## config.mk

```make
export PLATFORM = sky130hd
export DESIGN_NAME = seccion_scheduler
export DESIGN_NICKNAME = d
export VERILOG_FILES = /design/src/rtl/seccion_scheduler.sv
export SDC_FILE = /design/constraint.sdc
export NUM_CORES = 1
export LEC_CHECK = 0
export ABC_CLOCK_PERIOD_IN_PS = 5750
export BUFFER_PORTS_ARGS = -buffer_cell sky130_fd_sc_hd__buf_2
export CELL_PAD_IN_SITES_DETAIL_PLACEMENT = 1
export CELL_PAD_IN_SITES_GLOBAL_PLACEMENT = 1
export CORE_MARGIN = 5
export CORE_UTILIZATION = 45
export DETAILED_ROUTE_END_ITERATION = 8
export HOLD_SLACK_MARGIN = 0.03
export PLACE_DENSITY_LB_ADDON = 0.1
export REMOVE_ABC_BUFFERS = 1
export SYNTH_ARGS = -nofsm -noshare
export SYNTH_HDL_FRONTEND = slang
export SYNTH_SLANG_ARGS = --single-unit
export TNS_END_PERCENT = 50
```

## constraint.sdc

```tcl
create_clock -name clk -period 5.75 [get_ports clk]
set_clock_uncertainty 0.15 [all_clocks]
set_input_delay 1.15 -clock clk [delete_from_list [all_inputs] [get_ports clk]]
set_output_delay 1.15 -clock clk [all_outputs]
set_load 0.01 [all_outputs]
```

## src/rtl/seccion_scheduler.sv

```systemverilog
// rtl/seccion_scheduler.sv - frame-synchronous display section sequencer
// Holds each section for DWELL_FRAMES frames; host pause/jump changes land on frame boundaries.
module seccion_scheduler #(
  parameter int NUM_SECTIONS = 5,
  parameter int DWELL_FRAMES = 60
) (
  input  logic        clk,
  input  logic        reset,
  input  logic        frame_start,
  input  logic        enable,
  input  logic        pause,
  input  logic        jump_req,
  input  logic [2:0]  jump_sel,
  output logic        jump_ack,
  output logic [2:0]  seccion,
  output logic        seccion_change,
  output logic [15:0] dwell_cnt
);

  typedef enum logic [1:0] {IDLE, RUN, HOLD} state_t;

  localparam logic [3:0]  NUM_SEC_W = 4'(NUM_SECTIONS);
  localparam logic [2:0]  LAST_SEC  = 3'(NUM_SECTIONS - 1);
  localparam logic [15:0] LAST_DW   = 16'(DWELL_FRAMES - 1);

  state_t      state, state_nx;
  logic        pending, pending_nx;
  logic [2:0]  target, target_nx;
  logic [2:0]  seccion_nx;
  logic [15:0] dwell_nx;
  logic        change_nx, ack_nx;

  always_ff @(posedge clk or negedge reset) begin
    if (!reset) state <= IDLE;
    else        state <= state_nx;
  end

  always_comb begin
    state_nx   = state;
    pending_nx = pending;
    target_nx  = target;
    seccion_nx = seccion;
    dwell_nx   = dwell_cnt;
    change_nx  = 1'b0;
    ack_nx     = 1'b0;

    if (!enable) begin
      state_nx = IDLE;
    end else begin
      case (state)
        IDLE:    state_nx = RUN;
        RUN:     state_nx = pause ? HOLD : RUN;
        HOLD:    state_nx = pause ? HOLD : RUN;
        default: state_nx = IDLE;
      endcase
    end

    if (!enable && state != IDLE) begin
      // Leaving an active state discards any pending jump unacknowledged.
      seccion_nx = 3'd0;
      dwell_nx   = 16'd0;
      pending_nx = 1'b0;
      change_nx  = (seccion != 3'd0);
    end else begin
      if (state == IDLE) begin
        if (pending) begin
          seccion_nx = target;
          dwell_nx   = 16'd0;
          ack_nx     = 1'b1;
          change_nx  = (target != seccion);
          pending_nx = 1'b0;
        end
      end else if (frame_start) begin
        if (pending) begin
          seccion_nx = target;
          dwell_nx   = 16'd0;
          ack_nx     = 1'b1;
          change_nx  = (target != seccion);
          pending_nx = 1'b0;
        end else if (state == RUN) begin
          if (dwell_cnt == LAST_DW) begin
            seccion_nx = (seccion == LAST_SEC) ? 3'd0 : seccion + 3'd1;
            dwell_nx   = 16'd0;
            change_nx  = 1'b1;
          end else begin
            dwell_nx = dwell_cnt + 16'd1;
          end
        end
      end

      // Capture only from the pre-edge pending, so it never applies in its own cycle.
      if (jump_req && !pending && !jump_ack) begin
        pending_nx = 1'b1;
        target_nx  = ({1'b0, jump_sel} >= NUM_SEC_W) ? 3'd0 : jump_sel;
      end
    end
  end

  always_ff @(posedge clk or negedge reset) begin
    if (!reset) begin
      pending        <= 1'b0;
      target         <= 3'd0;
      seccion        <= 3'd0;
      dwell_cnt      <= 16'd0;
      seccion_change <= 1'b0;
      jump_ack       <= 1'b0;
    end else begin
      pending        <= pending_nx;
      target         <= target_nx;
      seccion        <= seccion_nx;
      dwell_cnt      <= dwell_nx;
      seccion_change <= change_nx;
      jump_ack       <= ack_nx;
    end
  end

endmodule
```

Word level (Yosys, flattened, before mapping)

Cells that the tools add are included.

Register bits after elaboration: 27
Latch bits: 0
Memory bits (writable): 0
Memory bits (read-only): 0
Input port bits: 9
Output and inout bits: 21
Logic and storage cells: 68
Memories kept: 0

Add/sub/neg operators: 2
Multiply operators: 0
Div/mod/pow operators: 0
Order comparisons: 1
Equality and inequality tests: 6
Shift-type cells: 0
Muxes and demuxes: 34
Bitwise gates (word level): 1
Reductions and logical operators: 17

Operators with widths:

| cell                                                     | number |
|---|---|
| 2-to-1 mux 16 bit                                        | 7 |
| 2-to-1 mux 3 bit                                         | 9 |
| adder 16 x 1 -> 16 bit, second input constant            | 1 |
| == test 16 x 6 -> 1 bit, second input constant           | 1 |
| 2-to-1 mux 1 bit                                         | 15 |
| nonzero test 3 bit                                       | 4 |
| 2-to-1 mux 2 bit                                         | 2 |
| one-hot mux 2 bit (2 select lines)                       | 1 |
| AND reduction 4 bit                                      | 1 |
| nonzero test 4 bit                                       | 1 |
| adder 3 x 1 -> 3 bit, second input constant              | 1 |
| == test 3 bit, second input constant                     | 1 |
| greater-or-equal comparator 3 bit, second input constant | 1 |
| logical AND 1 bit                                        | 3 |
| logical NOT 1 bit                                        | 3 |
| inequality test 3 bit                                    | 1 |
| inequality test 3 bit, second input constant             | 1 |
| AND reduction 3 bit                                      | 1 |
| == test 2 x 1 -> 1 bit, second input constant            | 1 |
| == test 2 bit, second input constant                     | 1 |
| logical NOT 2 bit                                        | 1 |
| AND reduction 2 bit                                      | 1 |
| nonzero test 2 bit                                       | 1 |
| OR reduction 2 bit                                       | 1 |
| NOT 1 bit                                                | 1 |

Logic depth before layout (Yosys ltp)

Gate-level depths: netlist (run 1).

Word-level depth: 8
Gate-level depth with buffers: 8
Mapped depth without buffers: 7

Worst setup path before layout (run 1)

No wires, ideal clock.

Kind: in2reg
From: input port enable
To: register dwell_cnt[13]
Setup time: 0.082 ns
Arrival time: 2.178 ns
Required time: 5.518 ns
Path slack: 3.340 ns
Stages: 5
Buffers on the path: 1
Cell sequence: buf_4 -> nor3b_4 -> nand3_1 -> or3_1 -> a31oi_1

Cells in the longest elaborated chain, start to end: 4
Elaborated cells on any way between the ends: 7
Classes of those cells: eq/ne (1); mux (1); reduce/logical (5)

RTL lines:

| what                                                                  | RTL line | RTL |
|---|---|---|
| start: declaration                                                    | 10       | `input logic enable,` |
| logical NOT 1 bit *                                                   | 58       | `if (!enable && state != IDLE) begin` |
| logical AND 1 bit *                                                   | 58       |  |
| inequality test 3 bit (no line) or nonzero test 3 bit (tied branches) | -        |  |
| AND reduction 3 bit (no line)                                         | -        |  |
| end signal: assignment                                                | 111      | `dwell_cnt <= dwell_nx;` |
| end: declaration                                                      | 17       | `output logic [15:0] dwell_cnt` |

Mark *: on every way between the ends. The rest lies on a longest branch, timed or not.
A chain may end at the register's enable or synchronous reset.

Worst setup path in the final report (run 1)

From: input port enable
To: register dwell_cnt[11]

The elaborated chain is that of the path after synthesis.

==> impl_results.md, run 1 <==
* Area share of the largest cell type after synthesis at 0.413
* Final Wtd Congestion at 0.885
* #FFs+latches synth at 27
* Worst setup EP type: flop
* Post-DRT Antenna Nets at 0
* Final #Nets at ~220
* Ports at 30
* Asr flop ratio synth at 1.00
* Min-Delay Path Class: reg -> reg
* Cts hold-fix bufs at 0
* Vias at approximately 1,500
* Mean Syn Cell Area at 9.34 um^2
* GR Util All Layers at 0.184
* Layout cells sized above 1 at 0.204
* Num CTS Buffers at 3
* Core area at around 3600 um^2
* Antenna violations before repair at 0
* R2R Path Start: state[0]$_DFF_PN0_
* Top FF cell, synth: dfrtp_1
* Cts repair resizes at 0
* Worst slew pin tran at approximately 0.62 ns
* Startpoint type of the worst setup path: primary input
* Global-route wire length before repair at 7490 um
* Final period utilization at 0.450
* CTS Buffer Depth at 2
* Die H at 70.3 um
* First-pass detailed-route iteration total at 4
* Slew HR at 0.585
* Setup crit end: dwell_cnt[11]$_DFFE_PN0P_
* Initial DRC count at 74
* Clk_lat worst skew at 0.34 ns
* Mapped cell area at 1640 um^2
* Clock root buffer: clkbuf_4
* # placed instances at 245
* Reg-to-reg setup timing slack at around 3.3 ns
* RR Endpoint: dwell_cnt[11]$_DFFE_PN0P_
* Sink Count at 27
* Final TNS setup at 0 ns
* Max-cap violations at 0
* Setup WS pre-CTS at approximately 2.8 ns
* CTS clk-pin slew, worst paths at approximately 0.15 ns
* Die ar. at around 4900 um^2
* RSZ-0062 raised after global routing: false
* Post-synth EDFFs at 0
* Final WL at ~4300 um
* Critical path type: in -> reg
* Setup WS post-layout at ~3.2 ns
* Diodes inserted at 0
* Final Setup Violations at 0
* Worst setup path startpoint: enable
* Top achievable clock speed at between 300 and 400 MHz
* Warnings from Yosys at 0
* Sequential fraction of the synthesis area at 0.413
* Post-DP HPWL at 3270 um
* Layout Utilization at 0.508
* Vias in the first global route at 1,575
* DIE WIDTH at between 70 and 80 um
* Grt ovf at 0
* Per-cell routed wire length at 17.4 um
* Row count at 22
* Largest area contributor in the netlist: dfrtp_1
* CTS tree: yes
* CP arrival at between 2 and 3 ns
* Hold path depth at 1
* Via density at about 5.9
* Pleak at 0.841 nW
* Hold Vio Cnt, Final at 0
* Run status: complete, no violations
* CP Max Fanout at 13
* Synth unique cells at 46
* Post-route insts no fill at ~250
* # DRC at 0
* Area growth syn-to-layout at 11.2%
* Fin. max-slew vios at 0
* Final min period at 2.59 ns
* Pin count of the biggest net entering global routing at 28
* Pwr dens at ~270 nW/um^2
* Synth top area cells: dfrtp_1 (41%), ha_1 (4.6%), nand3_1 (4.0%), o21ai_0 (4.0%), nand2_1 (3.4%)
* Reg2Reg Depth at 7
* Peak supply drop at between 0.1 and 0.15 mV
* Initial core utilization at 0.457
* Port bufs at 29
* Post-Synthesis Cells at roughly 180
* Post-CTS setup buffers at 0
* Worst Path Required at 5.87 ns
* H-tree levels at 1
critical path, stage by stage:
cell	delay (ns)
buf_2	0.20
nor3b_4	0.30
nand3_1	0.19
nor2_2	0.48
a41oi_1	0.20
a31oi_1	0.17
worst min path at each step:
| stage | start | endpoint | slack (ns) |
|---|---|---|---|
| floorplan | target[2]$_DFFE_PN0P_ | target[2]$_DFFE_PN0P_ | 0.39 |
| global placement | dwell_cnt[12]$_DFFE_PN0P_ | dwell_cnt[12]$_DFFE_PN0P_ | 0.36 |
| detailed placement | dwell_cnt[12]$_DFFE_PN0P_ | dwell_cnt[12]$_DFFE_PN0P_ | 0.37 |
| CTS | dwell_cnt[12]$_DFFE_PN0P_ | dwell_cnt[12]$_DFFE_PN0P_ | 0.39 |
| global route | dwell_cnt[14]$_DFFE_PN0P_ | dwell_cnt[14]$_DFFE_PN0P_ | 0.42 |
| finish | dwell_cnt[12]$_DFFE_PN0P_ | dwell_cnt[12]$_DFFE_PN0P_ | 0.39 |
final cells by class:
class	count	area [um^2]
Inverter	10	37.5
Multi-Input combinational cell	131	875
Tap cell	48	60.1
Sequential cell	27	676
Clock buffer	4	26.3
Timing Repair Buffer	29	145
Fill cell	429	1760
logic make-up after synthesis:
group | after synthesis | synth area share
xor gates and xnor gates | 3 | 0.0161
buffers and inverters | 17 | 0.0520
adders and majority gates | 6 | 0.0459
muxes | 2 | 0.0122
and+or+nand+nor | 73 | 0.268
AOI/OAI and AO/OA | 47 | 0.193
DFF | 27 | 0.413
where the power goes:
part | switching (mW) | internal [mW] | leakage, nW
sequential | 0.0287 | 0.211 | 0.368
combinational | 0.0988 | 0.0688 | 0.458
clock | 0.0614 | 0.0273 | 0.0150
total | 0.189 | 0.308 | 0.841
layout by cell type, fill, tap and decap left out, types with 4 or more instances in the layout:
master	Yosys	routed
ha_1	6	6
o21ai_0	13	13
nor3_1	4	4
inv_1	10	10
nand3_1	13	13
a31oi_1	7	7
a21oi_1	11	11
nand2_1	15	15
nor2_1	10	10
buf_2	2	29
dfrtp_1	27	27
flip-flops by register name, summed over array words and instances (netlist names):
signal	flops
state	2
dwell_cnt	16
seccion_change	1
target	3
pending	1
seccion	3
jump_ack	1
through the flow:
stage	total power [mW]	cell area, um^2	hold slack (ns)
3_3_place_gp	0.406	1790	0.355
4_1_cts	0.501	1820	0.392
5_1_grt	0.527	1820	0.416
6_report	0.496	1820	0.386
3_5_place_dp	0.413	1790	0.373
2_1_floorplan	0.352	1590	0.395
cells in the mapped netlist, types with 2 or more instances:
cell and n:
a41oi_1 2, nand4_1 2, xnor2_1 3, ha_1 6, dfrtp_1 27, buf_2 2, and3_1 3, o31ai_1 3
and4b_1 3, nand2_1 15, o21ai_0 13, nor4b_1 3, nor4_1 2, a22o_1 3, nor3_1 4, nor2_1 10
a31oi_1 7, nand3_1 13, a21oi_1 11, nor2_2 2, inv_1 10, buf_4 3, or3_1 2, nand3b_1 3
mux2i_1 2
metal layers:
layer,vias up,routed length (um),track usage
li1,709,-,-
met1,714,1870,0.225
met2,33,2220,0.333
met3,6,185,0.0288
met4,0,67,0.0489
met5,-,0,0
Note: power is estimated with default switching activity, not from simulation.
==> run 2, diff against run 1 <==
--- a/config.mk
+++ b/config.mk
@@ -5,12 +5,12 @@
 export SDC_FILE = /design/constraint.sdc
 export NUM_CORES = 1
 export LEC_CHECK = 0
-export ABC_CLOCK_PERIOD_IN_PS = 5750
+export ABC_CLOCK_PERIOD_IN_PS = 2400
 export BUFFER_PORTS_ARGS = -buffer_cell sky130_fd_sc_hd__buf_2
 export CELL_PAD_IN_SITES_DETAIL_PLACEMENT = 1
 export CELL_PAD_IN_SITES_GLOBAL_PLACEMENT = 1
 export CORE_MARGIN = 5
-export CORE_UTILIZATION = 45
+export CORE_UTILIZATION = 42
 export DETAILED_ROUTE_END_ITERATION = 8
 export HOLD_SLACK_MARGIN = 0.03
 export PLACE_DENSITY_LB_ADDON = 0.1
==> constraint.sdc (replaced) <==
create_clock -name clk -period 2.4 [get_ports clk]
set_clock_uncertainty 0.15 [all_clocks]
set_input_delay 0.48 -clock clk [delete_from_list [all_inputs] [get_ports clk]]
set_output_delay 0.48 -clock clk [all_outputs]
set_load 0.01 [all_outputs]
==> run 2 against run 1 <==
Compared with the run above:
- critical path depth is 1 higher
- combinational power is 140% higher
- worst setup slack worse by 2.9 ns
- sequential power is 140% higher
- routed wire length is 0.35% higher
- sequential cell count stayed put
- global-route usage is 0.69 points lower
- hold slack worse by 0.34 ns
- utilization is 0.81 points lower
- die area is 6.1% higher
- sequential share of layout area is 0.80 points lower
==> impl_results.md, run 2 (synthesized netlist as in run 1, its figures left out) <==
* Worst Path Required at 2.44 ns
* Top achievable clock speed at around 460 MHz
* Area growth syn-to-layout at 13.7%
* Antenna violations before repair at 0
* Pleak at 0.858 nW
* Num CTS Buffers at 3
* Setup WS post-layout at 0.243 ns
* Final Setup Violations at 0
* FF+latch area at 676 um^2
* Diodes inserted at 0
* Layout cells sized above 1 at 0.217
* Slew HR at 0.585
* Initial DRC count at 78
* Filler Cells Inserted at 450
* Most frequent cells in the layout: buf_2 (29), dfrtp_1 (27), nand2_1 (15), nand3_1 (13), o21ai_0 (13)
* Biggest regs: dwell_cnt: 16 flops, seccion: 3 flops, target: 3 flops
* Global-route wire length before repair at between 7000 and 8000 um
* Cts repair resizes at 0
* Final WL at between 4000 and 5000 um
* Reg-to-reg setup timing slack at between 0.2 and 0.25 ns
* CP arrival at 2.19 ns
* Post-CTS setup buffers at 0
* CTS Buffer Depth at 2
* Final #Nets at 219
* Worst setup EP type: flop
* CTS tree: yes
* DIE WIDTH at 72.4 um
* CTS clk-pin slew, worst paths at 0.10 ns
* Final period utilization at 0.899
* Sink Count at 27
* Final min period at 2.16 ns
* Reg2Reg Depth at 7
* Vias at 1,464
* RSZ-0062 raised after global routing: false
* Setup WS pre-CTS at 0.136 ns
* Min-Delay Path Class: in -> async
* Flop pwr share at 0.456
* GR Util All Layers at 0.177
* Via density at 5.83
* Ports at 30
* Peak supply drop at 0.391 mV
* Gate power share at 0.326
* Final Wtd Congestion at roughly 0.8
* Clock root buffer: clkbuf_8
* Final TNS setup at 0 ns
* Switching power at about 460 uW
* Core area at approximately 3700 um^2
* Worst slew pin tran at 0.622 ns
* Hold Vio Cnt, Final at 0
* Pwr dens at 676 nW/um^2
* Initial core utilization at 0.440
* First-pass detailed-route iteration total at 4
* Pin count of the biggest net entering global routing at 28
* Max-cap violations at 0
* Critical path type: reg -> reg
* Multi-input gate area at 881 um^2
* Clock share of power at 0.218
* R2R Path Start: state[0]$_DFF_PN0_
* Row count at 22
* Startpoint type of the worst setup path: flop
* # DRC at 0
* CP Max Fanout at 10
* Die ar. at roughly 5200 um^2
* Per-cell routed wire length at 17.4 um
* H-tree levels at 1
* Fin. max-slew vios at 0
* Post-DP HPWL at 3300 um
* Port bufs at 29
* Most common cell after layout, fill and taps aside: buf_2
* Grt ovf at 0
* Vias in the first global route at 1,491
* Int Power at 799 uW
* Cts hold-fix bufs at 0
* Run status: complete, no violations
* Sw frac at 0.364
* Die H at 72.4 um
* Post-DRT Antenna Nets at 0
* Top reg by flops: dwell_cnt
* Max FFs per register at 16
* RR Endpoint: seccion[1]$_DFFE_PN0P_
* Clk_lat worst skew at 0.28 ns
==> run 2: cell types whose count changed in the layout (fill, tap and decap cells not counted) <==
cell	previous run	this run
and4b_1	3	2
and4b_2	0	1
buf_4	0	2
clkbuf_4	3	0
clkbuf_8	0	3
nor2_2	2	1
nor2_4	0	1
==> run 2: how the worst max path moves through the flow <==
| stage | from | end | slack [ns] | depth (start not counted) |
|---|---|---|---|---|
| final | state[0]$_DFF_PN0_ | seccion[1]$_DFFE_PN0P_ | 0.24 | 7 |
| after global routing | dwell_cnt[0]$_DFFE_PN0P_ | seccion[1]$_DFFE_PN0P_ | 0.04 | 6 |
| after CTS | state[0]$_DFF_PN0_ | dwell_cnt[11]$_DFFE_PN0P_ | 0.09 | 7 |
| after detailed placement | state[0]$_DFF_PN0_ | dwell_cnt[11]$_DFFE_PN0P_ | 0.14 | 7 |
| after global placement | state[0]$_DFF_PN0_ | dwell_cnt[11]$_DFFE_PN0P_ | 0.27 | 7 |
| after floorplan | state[0]$_DFF_PN0_ | dwell_cnt[15]$_DFFE_PN0P_ | 0.35 | 7 |
==> run 2: cell type report <==
type,instances,share of cell area
multi-input combinational,131,0.474
tap,48,0.0323
inverter,10,0.0202
sequential,27,0.363
clock buffer,4,0.0242
timing repair buffer,31,0.0861
==> run 2: power by group through the flow <==
stage	combinational (mW)	sequential [mW]	clock, mW
after global routing	0.459	0.587	0.297
after detailed placement	0.413	0.584	0
after floorplan	0.255	0.589	0
final	0.409	0.573	0.274
after CTS	0.417	0.575	0.276
after global placement	0.409	0.580	0
==> run 2: metal layers <==
metal | vias to the layer above | part of all wire | GRT usage | routed length (um)
met5 | - | 0 | 0 | 0
met4 | 0 | 0.013 | 0.0492 | 58
li1 | 705 | - | - | -
met3 | 6 | 0.041 | 0.0249 | 178
met2 | 33 | 0.51 | 0.310 | 2210
met1 | 720 | 0.44 | 0.228 | 1910
==> run 2: per-stage QoR <==
stage,cells,hold slack (ns),cell area (um^2),power (mW),utilization
CTS,251,0.0755,1850,1.27,0.499
detailed placement,247,0.384,1810,0.998,0.487
floorplan,168,0.0344,1590,0.844,-
finish,251,0.0506,1860,1.26,0.500
global route,251,0.107,1860,1.34,0.500
global placement,247,0.355,1810,0.989,0.487
==> run 2: worst max-delay path, cell delays in order (launching register included) <==
cell      delay, ns
dfrtp_1        0.39
inv_1          0.06
ha_1           0.29
buf_4          0.21
nand3b_1       0.24
nor2_2         0.43
o21ai_0        0.15
o21ai_0        0.13
